## config.mk

```make
export PLATFORM = sky130hd
export DESIGN_NAME = alu_ctrl_pipe_flat
export DESIGN_NICKNAME = d
export VERILOG_FILES = /design/src/rtl/alu_ctrl_if.sv /design/src/rtl/alu_ctrl_pipe.sv /design/src/flat_wrapper.sv
export SDC_FILE = /design/constraint.sdc
export NUM_CORES = 1
export LEC_CHECK = 0
export ABC_AREA = 1
export CORE_ASPECT_RATIO = 1.25
export CORE_UTILIZATION = 46
export DETAILED_ROUTE_END_ITERATION = 8
export HOLD_SLACK_MARGIN = 0.12
export PLACE_DENSITY_LB_ADDON = 0.08
export REMOVE_ABC_BUFFERS = 1
export SLEW_MARGIN = 25
export SYNTH_ARGS = -nofsm -noshare
export SYNTH_HDL_FRONTEND = slang
export SYNTH_SLANG_ARGS = --single-unit
```

## constraint.sdc

```tcl
create_clock -name clk -period 1.3 [get_ports clk]
set_input_delay 0.13 -clock clk [delete_from_list [all_inputs] [get_ports clk]]
set_output_delay 0.13 -clock clk [all_outputs]
set_load 0.05 [all_outputs]
```

## src/rtl/alu_ctrl_if.sv

```systemverilog
// Decode->Execute handshake bundle for the registered ALU control decoder.
// The master side is Decode (and flush control); the slave side is alu_ctrl_pipe.
interface alu_ctrl_if #(
  parameter int CTRL_W = 5
);
  logic              in_valid;
  logic              in_ready;
  logic [1:0]        ALUOp;
  logic [2:0]        funct3;
  logic [6:0]        funct7;
  logic              op5;
  logic              flush;
  logic              out_valid;
  logic              out_ready;
  logic [CTRL_W-1:0] ALUControl;
  logic [1:0]        DataType;
  logic              LoadUnsigned;
  logic              MdStart;
  logic              Illegal;

  modport master (
    output in_valid, ALUOp, funct3, funct7, op5, flush, out_ready,
    input  in_ready, out_valid, ALUControl, DataType, LoadUnsigned, MdStart, Illegal
  );

  modport slave (
    input  in_valid, ALUOp, funct3, funct7, op5, flush, out_ready,
    output in_ready, out_valid, ALUControl, DataType, LoadUnsigned, MdStart, Illegal
  );
endinterface

```

## src/rtl/alu_ctrl_pipe.sv

```systemverilog
// Registered RV32IM ALU/branch/load-store control decoder with a one-entry
// valid/ready output register and a fixed-latency stall for MUL/DIV ops.
module alu_ctrl_pipe #(
  parameter int CTRL_W  = 5,
  parameter int MUL_LAT = 2,
  parameter int DIV_LAT = 32
) (
  input logic     clk,
  input logic     rst_n,
  alu_ctrl_if.slave bus
);

  localparam int MAX_LAT = (MUL_LAT > DIV_LAT) ? MUL_LAT : DIV_LAT;
  localparam int CNT_W   = $clog2(MAX_LAT + 1);
  localparam logic [CNT_W-1:0] MUL_CNT = CNT_W'(MUL_LAT - 1);
  localparam logic [CNT_W-1:0] DIV_CNT = CNT_W'(DIV_LAT - 1);

  localparam logic [4:0] OP_ADD  = 5'd0;
  localparam logic [4:0] OP_SUB  = 5'd1;
  localparam logic [4:0] OP_AND  = 5'd2;
  localparam logic [4:0] OP_OR   = 5'd3;
  localparam logic [4:0] OP_SLL  = 5'd4;
  localparam logic [4:0] OP_SLT  = 5'd5;
  localparam logic [4:0] OP_SRL  = 5'd6;
  localparam logic [4:0] OP_SRA  = 5'd7;
  localparam logic [4:0] OP_XOR  = 5'd9;
  localparam logic [4:0] OP_SLTU = 5'd10;

  localparam logic [6:0] F7_BASE = 7'b0000000;
  localparam logic [6:0] F7_ALT  = 7'b0100000;
  localparam logic [6:0] F7_MEXT = 7'b0000001;

  typedef enum logic [1:0] {IDLE, WAIT, FULL} state_t;

  state_t            state_q;
  logic [CNT_W-1:0]  cnt_q;
  logic              out_valid_q;
  logic [CTRL_W-1:0] ctrl_q;
  logic [1:0]        dtype_q;
  logic              lu_q;
  logic              md_start_q;
  logic              ill_q;

  logic [4:0]        code_d;
  logic [1:0]        dtype_d;
  logic              lu_d;
  logic              ill_d;
  logic              md_d;
  logic [CNT_W-1:0]  start_cnt;
  logic              in_ready;
  logic              accept;

  function automatic logic [4:0] base_op(input logic [2:0] f3);
    case (f3)
      3'b000:  base_op = OP_ADD;
      3'b001:  base_op = OP_SLL;
      3'b010:  base_op = OP_SLT;
      3'b011:  base_op = OP_SLTU;
      3'b100:  base_op = OP_XOR;
      3'b101:  base_op = OP_SRL;
      3'b110:  base_op = OP_OR;
      default: base_op = OP_AND;
    endcase
  endfunction

  always_comb begin
    code_d  = OP_ADD;
    dtype_d = 2'b00;
    lu_d    = 1'b0;
    ill_d   = 1'b0;
    md_d    = 1'b0;
    case (bus.ALUOp)
      2'b00: begin
        lu_d = bus.funct3[2];
        case (bus.funct3[1:0])
          2'b00:   dtype_d = 2'b01;
          2'b01:   dtype_d = 2'b10;
          2'b10:   dtype_d = 2'b00;
          default: ill_d   = 1'b1;
        endcase
      end
      2'b01: begin
        case (bus.funct3)
          3'b000, 3'b001: code_d = OP_SUB;
          3'b100, 3'b101: code_d = OP_SLT;
          3'b110, 3'b111: code_d = OP_SLTU;
          default:        ill_d  = 1'b1;
        endcase
      end
      2'b10: begin
        if (bus.op5) begin
          if (bus.funct7 == F7_MEXT) begin
            code_d = {2'b10, bus.funct3};
            md_d   = 1'b1;
          end else if (bus.funct7 == F7_ALT) begin
            if (bus.funct3 == 3'b000)      code_d = OP_SUB;
            else if (bus.funct3 == 3'b101) code_d = OP_SRA;
            else                           ill_d  = 1'b1;
          end else if (bus.funct7 == F7_BASE) begin
            code_d = base_op(bus.funct3);
          end else begin
            ill_d = 1'b1;
          end
        end else begin
          // Immediate forms: funct7 is immediate data except for the shifts.
          case (bus.funct3)
            3'b001: begin
              if (bus.funct7 == F7_BASE) code_d = OP_SLL;
              else                       ill_d  = 1'b1;
            end
            3'b101: begin
              if (bus.funct7 == F7_BASE)     code_d = OP_SRL;
              else if (bus.funct7 == F7_ALT) code_d = OP_SRA;
              else                           ill_d  = 1'b1;
            end
            default: code_d = base_op(bus.funct3);
          endcase
        end
      end
      default: ill_d = 1'b1;
    endcase
    if (ill_d) begin
      code_d  = OP_ADD;
      dtype_d = 2'b00;
      lu_d    = 1'b0;
      md_d    = 1'b0;
    end
  end

  assign start_cnt = bus.funct3[2] ? DIV_CNT : MUL_CNT;
  assign in_ready  = !bus.flush && (state_q == IDLE || (state_q == FULL && bus.out_ready));
  assign accept    = bus.in_valid && in_ready;

  always_ff @(posedge clk or negedge rst_n) begin
    if (!rst_n) begin
      state_q     <= IDLE;
      cnt_q       <= '0;
      out_valid_q <= 1'b0;
      ctrl_q      <= '0;
      dtype_q     <= 2'b00;
      lu_q        <= 1'b0;
      md_start_q  <= 1'b0;
      ill_q       <= 1'b0;
    end else begin
      md_start_q <= 1'b0;
      if (bus.flush) begin
        state_q     <= IDLE;
        cnt_q       <= '0;
        out_valid_q <= 1'b0;
      end else if (accept) begin
        ctrl_q     <= CTRL_W'(code_d);
        dtype_q    <= dtype_d;
        lu_q       <= lu_d;
        ill_q      <= ill_d;
        md_start_q <= md_d;
        // A latency of 1 needs no countdown and completes like a base op.
        if (md_d && start_cnt != '0) begin
          state_q     <= WAIT;
          cnt_q       <= start_cnt;
          out_valid_q <= 1'b0;
        end else begin
          state_q     <= FULL;
          cnt_q       <= '0;
          out_valid_q <= 1'b1;
        end
      end else begin
        case (state_q)
          WAIT: begin
            cnt_q <= cnt_q - 1'b1;
            if (cnt_q == CNT_W'(1)) begin
              state_q     <= FULL;
              out_valid_q <= 1'b1;
            end
          end
          FULL: begin
            if (bus.out_ready) begin
              state_q     <= IDLE;
              out_valid_q <= 1'b0;
            end
          end
          default: ;
        endcase
      end
    end
  end

  assign bus.in_ready     = in_ready;
  assign bus.out_valid    = out_valid_q;
  assign bus.ALUControl   = ctrl_q;
  assign bus.DataType     = dtype_q;
  assign bus.LoadUnsigned = lu_q;
  assign bus.MdStart      = md_start_q;
  assign bus.Illegal      = ill_q;

endmodule

```

## src/flat_wrapper.sv

```systemverilog
// flat-port wrapper written by rule: the top's interface ports become plain ports
module alu_ctrl_pipe_flat 
#(
  parameter int CTRL_W  = 5,
  parameter int MUL_LAT = 2,
  parameter int DIV_LAT = 32
)
  (clk, rst_n, bus_in_valid, bus_ALUOp, bus_funct3, bus_funct7, bus_op5, bus_flush, bus_out_ready, bus_in_ready, bus_out_valid, bus_ALUControl, bus_DataType, bus_LoadUnsigned, bus_MdStart, bus_Illegal);
  alu_ctrl_if #(.CTRL_W(CTRL_W)) bus_i ();
  input logic clk;
  input logic rst_n;
  input wire logic [$bits(bus_i.in_valid)-1:0] bus_in_valid;
  input wire logic [$bits(bus_i.ALUOp)-1:0] bus_ALUOp;
  input wire logic [$bits(bus_i.funct3)-1:0] bus_funct3;
  input wire logic [$bits(bus_i.funct7)-1:0] bus_funct7;
  input wire logic [$bits(bus_i.op5)-1:0] bus_op5;
  input wire logic [$bits(bus_i.flush)-1:0] bus_flush;
  input wire logic [$bits(bus_i.out_ready)-1:0] bus_out_ready;
  output wire logic [$bits(bus_i.in_ready)-1:0] bus_in_ready;
  output wire logic [$bits(bus_i.out_valid)-1:0] bus_out_valid;
  output wire logic [$bits(bus_i.ALUControl)-1:0] bus_ALUControl;
  output wire logic [$bits(bus_i.DataType)-1:0] bus_DataType;
  output wire logic [$bits(bus_i.LoadUnsigned)-1:0] bus_LoadUnsigned;
  output wire logic [$bits(bus_i.MdStart)-1:0] bus_MdStart;
  output wire logic [$bits(bus_i.Illegal)-1:0] bus_Illegal;
  assign bus_i.in_valid = bus_in_valid;
  assign bus_i.ALUOp = bus_ALUOp;
  assign bus_i.funct3 = bus_funct3;
  assign bus_i.funct7 = bus_funct7;
  assign bus_i.op5 = bus_op5;
  assign bus_i.flush = bus_flush;
  assign bus_i.out_ready = bus_out_ready;
  assign bus_in_ready = bus_i.in_ready;
  assign bus_out_valid = bus_i.out_valid;
  assign bus_ALUControl = bus_i.ALUControl;
  assign bus_DataType = bus_i.DataType;
  assign bus_LoadUnsigned = bus_i.LoadUnsigned;
  assign bus_MdStart = bus_i.MdStart;
  assign bus_Illegal = bus_i.Illegal;
  alu_ctrl_pipe #(.CTRL_W(CTRL_W), .MUL_LAT(MUL_LAT), .DIV_LAT(DIV_LAT)) u_core (.clk(clk), .rst_n(rst_n), .bus(bus_i));
endmodule
```

==> metrics <==
outcome complete, but fails checks; violated checks setup timing; CP max-delay cell dfrtp_1; dpl hpwl 3000 µm; Slew headroom 0.805; top-area cell type share of the netlist area 0.305; most frequent cells in the layout 57 x nand2_1, 44 x buf_4, 26 x inv_1; RSZ-0062 raised after global routing yes; ys flop type dfrtp_1; register area share after synthesis 0.305; Switch Pwr 0.725 mW; vias 1634; Syn. warnings 0; critical-path cell list inv_2 > nor2_2 > nor3_4 > buf_4 > buf_12; CP startpoint kind register; post-route antenna net violation count 0; PwrDens 825 nW/µm²; Clk Latency, worst-skew pair 0.29 ns; Hold Slack 0.159 ns; largest net degree at the start of global routing 19; worst path bufs/invs 3; Total GRT Usage 0.243; internal power 1.25 mW; syn avg cell area 6.88 µm²; worst path required time 1.17 ns; worst slack at placement -0.460 ns; Post-synth EDFFs 0; worst setup path category register to output port; CP peak stage delay 0.40 ns; Final Max Tran Viols 0; root buf cell clkbuf_4; post-synthesis instance area 1480 µm²; share of cells above drive strength 1 0.397; Top delay family on crit path flip-flops; Worst R2R Start u_core.cnt_q[1]; fillcell total 208; # nets final 315; chip width 52.7 µm; Worst EP arrival 1.24 ns; DRC Markers 0; Critical Path End Type output port; Worst R2R End u_core.cnt_q[4]; Final period util 1.05; #FFs+latches synth 18; IO Port Bufs 29; ys async rst share 1.00; P_leak 1.31 nW; global-route wire length before repair 6390 µm; clk_skew 0.0106 ns; placed insts 316; Comb power frac 0.487; die area 3450 µm²; Worst Path Max Fanout 2; Iter 0 DRT Violations 48; Non-Filler Instances 326; most common cell after layout, fill and taps aside nand2_1; Pre-antenna DRT Iters 4; vias in the first global route 1640; class of the worst hold path primary input to asynchronous set/reset pin; Area contributors post-synth dfrtp_1 30%, nand2_1 15%, inv_1 7.6%; Clock Path Buffers 2; r2r setup slk -0.06 ns; Max Fclk 732 MHz; Reg2Reg Depth 9; antenna violations before repair 0; Die Ht 65.4 µm; Switching Fraction 0.368; setup_tns -0.460 ns; Starting Density 0.493; Area Overhead vs Synth 61.5%; CTS tree done; min Tclk post-route 1.37 ns; htree depth 1; cell taking the most area after synthesis dfrtp_1; average wire per standard cell 11.1 µm; Max-Cap Viols 0; Core Area 3000 µm²; diode count 0; Reg clk slew, reported paths 0.10 ns; WL final 3630 µm; CTS buffer count 3; fin util 0.796; Distinct cells, synth 31; GR Overflow Total 0; Cell Rows 22; Clock power frac 0.169; final worst setup slack -0.0656 ns; via density per instance 5.01; Clock Sinks 18; final count of negative-setup-slack endpoints 12; Final Hold Fails 0; # IOs 30; Max IR drop VDD 0.678 mV; Worst-Margin Slew 0.292 ns; cells after synthesis 215; Flop pwr share 0.344; Placer Congestion 0.902
synth_stat cells (2+ instances only):
cell type	n
nand2_2	11
nand3_1	21
nor3_1	3
nand2_1	59
nor2_2	4
o21ai_0	4
ha_1	6
inv_2	5
inv_1	30
dfrtp_1	18
nor2_4	2
o21ai_1	3
nand3_2	4
nor2_1	15
nand4_1	6
a21oi_1	9
metal layers:
metal,wire (µm),track usage,vias to the layer above
li1,-,-,830
met1,1480,0.257,772
met2,2050,0.473,28
met3,56,0.0231,4
met4,46,0.0888,0
met5,0,0,-
worst reg2reg max path, cell delays in order, from the launching register on:
cell     delay, ns
dfrtp_1       0.40
inv_2         0.10
ha_2          0.19
nand2_2       0.07
nor2_2        0.10
o21ai_0       0.09
a21oi_1       0.13
nor2_1        0.06
nand3_1       0.07
nand2_1       0.05
registers in the layout (all words and copies together) (netlist names):
signal and cells:
u_core.bus.ALUControl 5, u_core.bus.DataType 2, u_core.bus.Illegal 1, u_core.bus.LoadUnsigned 1, u_core.bus.MdStart 1, u_core.cnt_q 6, u_core.state_q 2
power groups by stage:
stage	logic, mW	registers (mW)	clock network (mW)
floorplan	0.348	0.773	0
global placement	0.859	0.683	0
detailed placement	0.874	0.684	0
CTS	0.918	0.672	0.341
global route	1.04	0.684	0.368
finish	0.960	0.677	0.334
layout make-up:
class | count | area, µm² | share of cell area
Tap cell | 36 | 45.0 | 0.0189
Multi-Input combinational cell | 158 | 953 | 0.399
Clock buffer | 4 | 36.3 | 0.0152
Timing Repair Buffer | 74 | 767 | 0.321
Sequential cell | 18 | 450 | 0.189
Inverter | 36 | 136 | 0.0571
how the worst max path moves through the flow:
stage	from	to	slack [ns]	depth (start not counted)
2_1_floorplan	u_core.state_q[1]	u_core.state_q[1]	-0.79	10
3_3_place_gp	bus_ALUOp[1]	u_core.state_q[0]	-0.43	9
3_5_place_dp	bus_ALUOp[1]	u_core.bus.ALUControl[4]	-0.46	9
4_1_cts	u_core.state_q[1]	u_core.cnt_q[3]	-0.08	10
5_1_grt	u_core.state_q[1]	u_core.cnt_q[3]	-0.17	10
6_report	u_core.state_q[1]	bus_in_ready	-0.07	5
cells by family (layout without fill, tap and decap cells):
| kind of cell | Yosys count | in the layout | synth area share |
|---|---|---|---|
| simple gates | 130 | 130 | 0.443 |
| fa+ha+maj | 6 | 6 | 0.0508 |
| xor+xnor | 1 | 1 | 0.00592 |
| compound gates | 21 | 21 | 0.0871 |
| buf+inv | 39 | 114 | 0.108 |
| flops | 18 | 18 | 0.305 |
timing repair:
action | in CTS | in global routing
hold buffers | 0 | 0
buffers inserted | 5 | 1
pin swaps | 4 | 12
endpoints found under the setup margin | 19 | 19
endpoints found under the hold margin | 0 | 0
resized for setup | 17 | 22
through the flow:
step | instance area, µm² | power (mW)
final | 2390 | 1.97
after global routing | 2390 | 2.09
after CTS | 2300 | 1.93
after detailed placement | 2200 | 1.56
after global placement | 2200 | 1.54
after floorplan | 1460 | 1.12
(Power assumes the default switching activity.)
